**src/rtl/mmss_timer_core_if.sv**
```systemverilog
// Button-bank inputs and mm:ss display outputs of mmss_timer_core.
// master = button/debounce side, slave = timer core.
interface mmss_timer_core_if;
   logic       mode_sw;
   logic       start;
   logic       stop;
   logic       softrst;
   logic       inc_min;
   logic       inc_sec;
   logic [5:0] minutes;
   logic [5:0] seconds;
   logic       running;
   logic       blink;

   modport master (
      output mode_sw, start, stop, softrst, inc_min, inc_sec,
      input  minutes, seconds, running, blink
   );

   modport slave (
      input  mode_sw, start, stop, softrst, inc_min, inc_sec,
      output minutes, seconds, running, blink
   );
endinterface

```
**src/rtl/mmss_timer_core.sv**
```systemverilog
// mm:ss stopwatch / countdown core; button actions land one clk after their rising edge.
// Define AUTO_REPEAT_EN to add hold-to-repeat on inc_min/inc_sec.
module mmss_timer_core #(
   parameter int unsigned TICK_DIV   = 100_000_000,
   parameter int unsigned REPEAT_DLY = 50_000_000,
   parameter int unsigned REPEAT_DIV = 10_000_000
) (
   input  logic             clk,
   input  logic             rst,
   mmss_timer_core_if.slave bus
);
   localparam int unsigned   PW         = $clog2(TICK_DIV + 1);
   localparam logic [PW-1:0] PRESC_LAST = PW'(TICK_DIV - 1);

   if (TICK_DIV < 1 || REPEAT_DLY < 1 || REPEAT_DIV < 1) begin : g_bad_param
      $error("mmss_timer_core: TICK_DIV, REPEAT_DLY and REPEAT_DIV must be non-zero");
   end

   typedef enum logic [1:0] {
      S_IDLE    = 2'd0,
      S_RUN     = 2'd1,
      S_PAUSED  = 2'd2,
      S_EXPIRED = 2'd3
   } state_t;

   state_t        state_q, state_d;
   logic [5:0]    min_q, min_d;
   logic [5:0]    sec_q, sec_d;
   logic [PW-1:0] presc_q, presc_d;
   logic          running_q, running_d;
   logic          blink_q, blink_d;

   logic start_q, stop_q, softrst_q, inc_min_q, inc_sec_q, mode_q;

   logic start_e, stop_e, softrst_e, inc_min_e, inc_sec_e, mode_chg;
   logic tick, start_ok;
   logic min_rpt, sec_rpt;
   logic inc_min_go, inc_sec_go;

   assign start_e   = bus.start   & ~start_q;
   assign stop_e    = bus.stop    & ~stop_q;
   assign softrst_e = bus.softrst & ~softrst_q;
   assign inc_min_e = bus.inc_min & ~inc_min_q;
   assign inc_sec_e = bus.inc_sec & ~inc_sec_q;
   assign mode_chg  = bus.mode_sw ^ mode_q;

   assign tick = (state_q == S_RUN) && (presc_q == PRESC_LAST);

   // A countdown cannot start from 00:00, a stopwatch cannot start from 59:59.
   assign start_ok = mode_q ? ((min_q != 6'd0) || (sec_q != 6'd0))
                            : !((min_q == 6'd59) && (sec_q == 6'd59));

   assign inc_min_go = inc_min_e | min_rpt;
   assign inc_sec_go = inc_sec_e | sec_rpt;

`ifdef AUTO_REPEAT_EN
   localparam int unsigned RMAX = (REPEAT_DLY > REPEAT_DIV) ? REPEAT_DLY : REPEAT_DIV;
   localparam int unsigned RW   = $clog2(RMAX + 1);
   localparam logic [RW-1:0] R_DLY = RW'(REPEAT_DLY);
   localparam logic [RW-1:0] R_DIV = RW'(REPEAT_DIV);

   logic          edit_ok;
   logic [RW-1:0] rmin_cnt_q, rmin_cnt_d, rsec_cnt_q, rsec_cnt_d;
   logic          rmin_arm_q, rmin_arm_d, rsec_arm_q, rsec_arm_d;

   assign edit_ok = (state_q == S_IDLE) || (state_q == S_PAUSED);

   // Count 0 means idle; an honoured edge loads 1, first repeat at REPEAT_DLY, then every REPEAT_DIV.
   always_comb begin
      rmin_cnt_d = '0;
      rmin_arm_d = 1'b0;
      rsec_cnt_d = '0;
      rsec_arm_d = 1'b0;
      min_rpt    = 1'b0;
      sec_rpt    = 1'b0;
      if (edit_ok && bus.inc_min) begin
         if (inc_min_e) begin
            rmin_cnt_d = RW'(1);
         end else if (rmin_cnt_q != '0) begin
            if (rmin_cnt_q == (rmin_arm_q ? R_DIV : R_DLY)) begin
               min_rpt    = 1'b1;
               rmin_cnt_d = RW'(1);
               rmin_arm_d = 1'b1;
            end else begin
               rmin_cnt_d = rmin_cnt_q + 1'b1;
               rmin_arm_d = rmin_arm_q;
            end
         end
      end
      if (edit_ok && bus.inc_sec) begin
         if (inc_sec_e) begin
            rsec_cnt_d = RW'(1);
         end else if (bus.inc_min) begin
            rsec_cnt_d = rsec_cnt_q;
            rsec_arm_d = rsec_arm_q;
         end else if (rsec_cnt_q != '0) begin
            if (rsec_cnt_q == (rsec_arm_q ? R_DIV : R_DLY)) begin
               sec_rpt    = 1'b1;
               rsec_cnt_d = RW'(1);
               rsec_arm_d = 1'b1;
            end else begin
               rsec_cnt_d = rsec_cnt_q + 1'b1;
               rsec_arm_d = rsec_arm_q;
            end
         end
      end
   end

   always_ff @(posedge clk) begin
      if (rst) begin
         rmin_cnt_q <= '0;
         rmin_arm_q <= 1'b0;
         rsec_cnt_q <= '0;
         rsec_arm_q <= 1'b0;
      end else begin
         rmin_cnt_q <= rmin_cnt_d;
         rmin_arm_q <= rmin_arm_d;
         rsec_cnt_q <= rsec_cnt_d;
         rsec_arm_q <= rsec_arm_d;
      end
   end
`else
   assign min_rpt = 1'b0;
   assign sec_rpt = 1'b0;
`endif

   // Prescaler defaults to zero, so it only advances while RUN persists and restarts on every entry.
   always_comb begin
      state_d = state_q;
      min_d   = min_q;
      sec_d   = sec_q;
      presc_d = '0;
      if (softrst_e || mode_chg) begin
         state_d = S_IDLE;
         min_d   = 6'd0;
         sec_d   = 6'd0;
      end else begin
         case (state_q)
            S_RUN: begin
               if (stop_e) begin
                  state_d = S_PAUSED;
               end else if (tick) begin
                  if (mode_q) begin
                     if (sec_q == 6'd0) begin
                        sec_d = 6'd59;
                        min_d = min_q - 6'd1;
                     end else begin
                        sec_d = sec_q - 6'd1;
                     end
                     if ((min_q == 6'd0) && (sec_q == 6'd1)) begin
                        state_d = S_EXPIRED;
                     end
                  end else begin
                     if (sec_q == 6'd59) begin
                        sec_d = 6'd0;
                        min_d = min_q + 6'd1;
                     end else begin
                        sec_d = sec_q + 6'd1;
                     end
                     if ((min_q == 6'd59) && (sec_q == 6'd58)) begin
                        state_d = S_PAUSED;
                     end
                  end
               end else begin
                  presc_d = presc_q + 1'b1;
               end
            end
            S_EXPIRED: begin
               if (start_e && !stop_e) begin
                  state_d = S_IDLE;
                  min_d   = 6'd0;
                  sec_d   = 6'd0;
               end
            end
            default: begin
               // IDLE / PAUSED: a stop edge masks start and the increments in the same cycle.
               if (!stop_e) begin
                  if (start_e) begin
                     if (start_ok) begin
                        state_d = S_RUN;
                     end
                  end else if (inc_min_go) begin
                     min_d = (min_q == 6'd59) ? 6'd0 : min_q + 6'd1;
                  end else if (inc_sec_go) begin
                     sec_d = (sec_q == 6'd59) ? 6'd0 : sec_q + 6'd1;
                  end
               end
            end
         endcase
      end
      running_d = (state_d == S_RUN);
      blink_d   = (state_d == S_EXPIRED);
   end

   always_ff @(posedge clk) begin
      if (rst) begin
         state_q   <= S_IDLE;
         min_q     <= 6'd0;
         sec_q     <= 6'd0;
         presc_q   <= '0;
         running_q <= 1'b0;
         blink_q   <= 1'b0;
         start_q   <= 1'b0;
         stop_q    <= 1'b0;
         softrst_q <= 1'b0;
         inc_min_q <= 1'b0;
         inc_sec_q <= 1'b0;
         // Track the switch through reset so its level at release is not seen as a change.
         mode_q    <= bus.mode_sw;
      end else begin
         state_q   <= state_d;
         min_q     <= min_d;
         sec_q     <= sec_d;
         presc_q   <= presc_d;
         running_q <= running_d;
         blink_q   <= blink_d;
         start_q   <= bus.start;
         stop_q    <= bus.stop;
         softrst_q <= bus.softrst;
         inc_min_q <= bus.inc_min;
         inc_sec_q <= bus.inc_sec;
         mode_q    <= bus.mode_sw;
      end
   end

   assign bus.minutes = min_q;
   assign bus.seconds = sec_q;
   assign bus.running = running_q;
   assign bus.blink   = blink_q;
endmodule
```
**src/flat_wrapper.sv**
```systemverilog
// flat-port wrapper written by rule: the top's interface ports become plain ports
module mmss_timer_core_flat 
#(
   parameter int unsigned TICK_DIV   = 100_000_000,
   parameter int unsigned REPEAT_DLY = 50_000_000,
   parameter int unsigned REPEAT_DIV = 10_000_000
)
  (clk, rst, bus_mode_sw, bus_start, bus_stop, bus_softrst, bus_inc_min, bus_inc_sec, bus_minutes, bus_seconds, bus_running, bus_blink);
  mmss_timer_core_if bus_i ();
  input  logic clk;
  input  logic rst;
  input wire logic [$bits(bus_i.mode_sw)-1:0] bus_mode_sw;
  input wire logic [$bits(bus_i.start)-1:0] bus_start;
  input wire logic [$bits(bus_i.stop)-1:0] bus_stop;
  input wire logic [$bits(bus_i.softrst)-1:0] bus_softrst;
  input wire logic [$bits(bus_i.inc_min)-1:0] bus_inc_min;
  input wire logic [$bits(bus_i.inc_sec)-1:0] bus_inc_sec;
  output wire logic [$bits(bus_i.minutes)-1:0] bus_minutes;
  output wire logic [$bits(bus_i.seconds)-1:0] bus_seconds;
  output wire logic [$bits(bus_i.running)-1:0] bus_running;
  output wire logic [$bits(bus_i.blink)-1:0] bus_blink;
  assign bus_i.mode_sw = bus_mode_sw;
  assign bus_i.start = bus_start;
  assign bus_i.stop = bus_stop;
  assign bus_i.softrst = bus_softrst;
  assign bus_i.inc_min = bus_inc_min;
  assign bus_i.inc_sec = bus_inc_sec;
  assign bus_minutes = bus_i.minutes;
  assign bus_seconds = bus_i.seconds;
  assign bus_running = bus_i.running;
  assign bus_blink = bus_i.blink;
  mmss_timer_core #(.TICK_DIV(TICK_DIV), .REPEAT_DLY(REPEAT_DLY), .REPEAT_DIV(REPEAT_DIV)) u_core (.clk(clk), .rst(rst), .bus(bus_i));
endmodule
```
**config.mk**
```make
export PLATFORM = sky130hd
export DESIGN_NAME = mmss_timer_core_flat
export DESIGN_NICKNAME = d
export VERILOG_FILES = /design/src/rtl/mmss_timer_core_if.sv /design/src/rtl/mmss_timer_core.sv /design/src/flat_wrapper.sv
export SDC_FILE = /design/constraint.sdc
export NUM_CORES = 1
export LEC_CHECK = 0
export CAP_MARGIN = 40
export CELL_PAD_IN_SITES_DETAIL_PLACEMENT = 0
export CELL_PAD_IN_SITES_GLOBAL_PLACEMENT = 1
export CORE_ASPECT_RATIO = 2
export CORE_MARGIN = 1.5
export CORE_UTILIZATION = 45
export CTS_CLUSTER_DIAMETER = 200
export CTS_CLUSTER_SIZE = 24
export DETAILED_ROUTE_END_ITERATION = 16
export GPL_TIMING_DRIVEN = 1
export PLACE_DENSITY_LB_ADDON = 0.1
export SKIP_LAST_GASP = 1
export SYNTH_ARGS = -nofsm -noshare
export SYNTH_HDL_FRONTEND = slang
export SYNTH_SLANG_ARGS = --single-unit
```
**constraint.sdc**
```tcl
create_clock -name clk -period 2.53 [get_ports clk]
set_input_delay 0.3795 -clock clk [delete_from_list [all_inputs] [get_ports clk]]
set_output_delay 0.3795 -clock clk [all_outputs]
set_load 0.1 [all_outputs]
```
-- Word level (Yosys, flattened, before mapping)
Index checks and enable logic that the tools add are counted.
- register bits after elaboration: 49
- input bits: 8
- word-level logic and storage cells: 98
- add/subtract/negate cells: 5
- equality and inequality tests: 17
- multiplexer cells: 33
- bitwise operators: 12
- reduce and logical (&&, ||, !) cells: 19
- operators with widths (cell ; number):
    two-way mux 6 bit ; 19
    adder 27 x 1 -> 27 bit (second input constant) ; 1
    equality test 27 bit (second input constant) ; 1
    one-hot mux 6 bit (2 select lines) ; 2
    two-way mux 2 bit ; 10
    equality test 6 bit (second input constant) ; 3
    adder 6 x 1 -> 6 bit (second input constant) ; 2
    logical NOT 6 bit ; 2
    nonzero test 6 bit ; 2
    subtractor 6 x 1 -> 6 bit (second input constant) ; 2
    inequality test 3 bit (second input constant) ; 3
    AND reduction 8 bit ; 1
    AND reduction 7 bit ; 1
    equality test 6 x 1 -> 1 bit (second input constant) ; 1
    inverter 1 bit ; 6
    nonzero test 3 bit ; 2
    bitwise AND 1 bit ; 5
    logical AND 1 bit ; 5
    OR reduction 5 bit ; 1
    equality test 2 x 1 -> 1 bit (second input constant) ; 2
    equality test 2 bit (second input constant) ; 2
    inequality test 2 x 1 -> 1 bit (second input constant) ; 2
    inequality test 2 bit (second input constant) ; 2
    one-hot mux 2 bit (2 select lines) ; 1
    other kinds (6) ; 8

-- Depth between registers and ports, before layout
- word-level depth: 10
- mapped depth: 8
- gate-level depth less buffers: 7

-- Least setup slack after synthesis
No wires, ideal clock.
- path kind: register to register
- from: register u_core.sec_q[1], in the netlist u_core.bus.seconds[1]
- to: register u_core.min_q[5], in the netlist u_core.bus.minutes[5]
- setup time: 121 ps
- data arrival time: 2481 ps
- required time: 2409 ps
- path slack: -72 ps
- cell stages (with the launch flop): 7
- path buffers: 1
- cells stage by stage: dfxtp_1 > ha_1 > clkbuf_2 > nand2_2 > o211a_4 > or3_4 > o221a_1
- cells in the longest elaborated chain, start to end: 3
- RTL lines (item ; RTL line ; source):
    from (decl) ; mmss_timer_core.sv:28 ; logic [5:0] sec_q, sec_d;
    from (signal assigned) ; mmss_timer_core.sv:199 ; sec_q <= 6'd0;
    from (signal assigned) ; mmss_timer_core.sv:213 ; sec_q <= sec_d;
    equality test 6 bit / logical NOT 6 bit (equally long branches) ; mmss_timer_core.sv:154, mmss_timer_core.sv:144 ;
    inequality test 3 x 2 -> 1 bit (no source line) / inequality test 3 bit (equally long branches) ; -- ;
    AND reduction 8 bit (no source line) * ; -- ;
    to (signal assigned) ; mmss_timer_core.sv:212 ; min_q <= min_d;
    to (decl) ; mmss_timer_core.sv:27 ; logic [5:0] min_q, min_d;
Mark *: on every way between the ends. The rest lies on a longest branch, timed or not.
A chain may end at the register's enable or synchronous reset.

-- Final worst setup path
- from: register u_core.min_q[0], in the netlist u_core.bus.minutes[0]
- to: register u_core.min_q[3], in the netlist u_core.bus.minutes[3]
- cells in the longest elaborated chain, start to end: 6
- RTL lines (item ; RTL line ; source):
    adder 6 x 1 -> 6 bit, or another cell as far along ; mmss_timer_core.sv:156, mmss_timer_core.sv:183 ;
    two-way mux 6 bit (on tied branches) ; mmss_timer_core.sv:183, mmss_timer_core.sv:144, mmss_timer_core.sv:154 ;
    two-way mux 6 bit (on tied branches) ; mmss_timer_core.sv:182, mmss_timer_core.sv:143 ;
    two-way mux 6 bit (on tied branches) ; mmss_timer_core.sv:178, mmss_timer_core.sv:142 ;
    two-way mux 6 bit (on tied branches) ; mmss_timer_core.sv:177, mmss_timer_core.sv:140 ;
    one-hot mux 6 bit (2 select lines) * ; mmss_timer_core.sv:138 ; case (state_q)
Mark *: on every way between the ends. The rest lies on a longest branch, timed or not. The select of a mux whose other input is x is not followed.

==> reports/metrics.yaml <==
synth_most_common_cell: "dfxtp_1"
grt.met2_usage_pct: 43.4
drc: 0
layout.cells.non_filler: 480
r2r-start: "u_core.bus.minutes[0]$_SDFFE_PP0P_"
synth_common_cells: "dfxtp_1, nor2_1, nand2_1"
cts_sinks: 49
powerDensity_nw_per_um2: 443
synth_nets: 377
relSlewSlack_pct: 55.6
p_switching_w: 0.000383
synth_edf_count: 0
syn_to_final_growth_pct: 15.3
drt_first_pass_iters: 5
ys_seq_elements: 49
start_util_pct: 46.8
dieArea_um2: 7420
wl_mm: 7.96
yosys_warnings: 0
critPathArrivalTime_ns: 2.35
finalCritPeriodShare_pct: 85.6
clk-insertion-delay-late_ns: 0.29
drt_iter0_drc: 153
regArea_um2: 983
busiest_layer: "met2"
multi_input_area_um2: 1950
ioPinCount: 22
finalSetupViolations: 0
comb_power_share_pct: 8.8
netlist_area_um2: 3100
grt_max_degree: 28
final.fill_count: 684
holdPathEnd: "u_core.presc_q[0]$_SDFF_PP0_"
hp-start: "u_core.presc_q[0]$_SDFF_PP0_"
max_slew.worst_pin.slew_ns: 0.660
gr-total-overflow: 0
cts_resized: 0
cts_setup_buffers: 0
p_leak_nw: 1.25
yosys.area.top_type_share_pct: 31.7
p_int_w: 0.00120
wl_per_cell_um: 16.6
critPathMaxFanout: 6
n_antenna_cell: 0
ys_seq_area_share_pct: 31.7
coreArea_um2: 6620
finalHoldViolCount: 0
avgSynthCellArea_um2: 8.61
tritoncts: "built"
switching_share_pct: 24.2
rr_worst_depth: 6
yosys.area.top_type: "dfxtp_1"
via_per_inst: 5.74
ys_top_cells_by_area: "dfxtp_1, xnor2_1, nor2_1"
row_count: 42
rsz0062_at_grt: "false"
clockRootBuffer: "clkbuf_16"
cts.clk_slew.worst_paths_ns: 0.07
start_kind: "flip-flop"
cts_buffer_depth: 2
cp.required_ns: 2.72
use_met3_pct: 3.42
holdPathStages: 1
drv_cap: 0
fin_crit_ns: 2.17
timing.rr.end: "u_core.bus.minutes[3]$_SDFFE_PP0P_"
async_flop_share_pct: 0
layout-drive-gt1-share_pct: 17.9
grt_pass1_wl_mm: 13.4
status: "finished, final reports clean"
vias: 2757
grt_pass1_vias: 2770
seq_power_share_pct: 49.8
routabilityCongestion: 0.870
grtUsageTotal_pct: 23.8
cts_max_level: 2
port_buffers: 21
fmax_mhz: 461
dieWidth_um: 61.7
met1_usage_pct: 24.8
ant_nets: 0
synth_cells: 360
placed_cells: 472
cp-end-kind: "flip-flop"
slew_violations: 0
fin_hold_ws_ns: 0.460
fin_nets: 408
yosys.cell_types.count: 73
p_clk_share_pct: 41.4
cts_buffers: 5
hpwl_mm: 6.19
vdd_drop_max_mv: 0.456
cts_hold_buf: 0
antenna_found_initial: 0
finalSetupTns_ns: 0
fin_skew_ns: 0.00532
hold_path_class: "flip-flop to flip-flop"
reg2reg_slack_ns: 0.36
ys.flop_type: "dfxtp_1"
critPathKind: "flip-flop to flip-flop"
dieHeight_um: 120
==> worst max-delay path: stages (launching register included) <==
cell and delay, ns:
dfxtp_1 0.42, ha_1 0.30, nand2_1 0.09, o21ai_0 0.56
o21ai_0 0.16, a211o_1 0.33, o211a_1 0.21
==> layout by cell type (no fill, tap or decap), types with 10 or more instances in the layout <==
cell      n
nor4_1   10
inv_1    10
buf_4    37
xor2_1   10
nor2_1   34
dfxtp_1  47
o21ai_0  16
nand2_1  25
nand3_1  14
xnor2_1  17
==> worst max-delay path by stage <==
stage                                             startpoint                                  to  slack (ns)  depth (start not counted)
final                     u_core.bus.minutes[0]$_SDFFE_PP0P_  u_core.bus.minutes[3]$_SDFFE_PP0P_        0.36                          6
after global routing      u_core.bus.minutes[0]$_SDFFE_PP0P_  u_core.bus.minutes[3]$_SDFFE_PP0P_        0.12                          6
after CTS                 u_core.bus.minutes[0]$_SDFFE_PP0P_  u_core.bus.minutes[3]$_SDFFE_PP0P_        0.38                          6
after detailed placement                         bus_mode_sw        u_core.presc_q[8]$_SDFF_PP0_        0.21                          6
after global placement                           bus_inc_min  u_core.bus.minutes[1]$_SDFFE_PP0P_        0.26                          6
after floorplan           u_core.bus.seconds[0]$_SDFFE_PP0P_  u_core.bus.minutes[5]$_SDFFE_PP0P_        0.04                          6
==> layer usage <==
metal	vias to the layer above	routed length [µm]
li1	1379	-
met1	1310	2940
met2	48	4530
met3	20	183
met4	0	302
met5	-	0
==> registers in the layout, indices dropped and copies added (netlist names), 2 cells and up <==
name,count
u_core.bus.minutes,6
u_core.bus.seconds,6
u_core.presc_q,27
u_core.state_q,2
==> final cells by class <==
cell class                 instances  area share (%)
clock buffer                       5            3.50
timing repair buffer              44            9.73
clock inverter                     3           0.490
multi-input combinational        280            54.5
tap                               88            3.08
inverter                          11            1.16
sequential                        49            27.5
==> cell families after synthesis <==
| logic type | after synthesis | synth area share (%) |
|---|---|---|
| compound gates | 74 | 17.6 |
| xor+xnor | 27 | 7.63 |
| fa+ha+maj | 9 | 3.63 |
| buf+inv | 31 | 5.49 |
| flops | 49 | 31.7 |
| mux | 3 | 0.969 |
| simple gates | 167 | 33.0 |
==> through the flow <==
step	cell area, µm²	util (%)	power, W	worst slack, ns
after floorplan	3100	-	0.000894	0.0378
after global placement	3430	51.8	0.000946	0.257
after detailed placement	3430	51.8	0.000945	0.214
after CTS	3570	54.0	0.00161	0.378
after global routing	3570	54.0	0.00164	0.120
final	3570	54.0	0.00158	0.363
==> power by group through the flow <==
stage / clock, W / combinational, W / sequential [W]
finish: 0.000655 / 0.000140 / 0.000788
global route: 0.000702 / 0.000152 / 0.000789
CTS: 0.000684 / 0.000140 / 0.000788
detailed placement: 0 / 0.000139 / 0.000806
global placement: 0 / 0.000140 / 0.000806
floorplan: 0 / 0.0000754 / 0.000819
No activity file was read; power rests on OpenSTA's default activity.
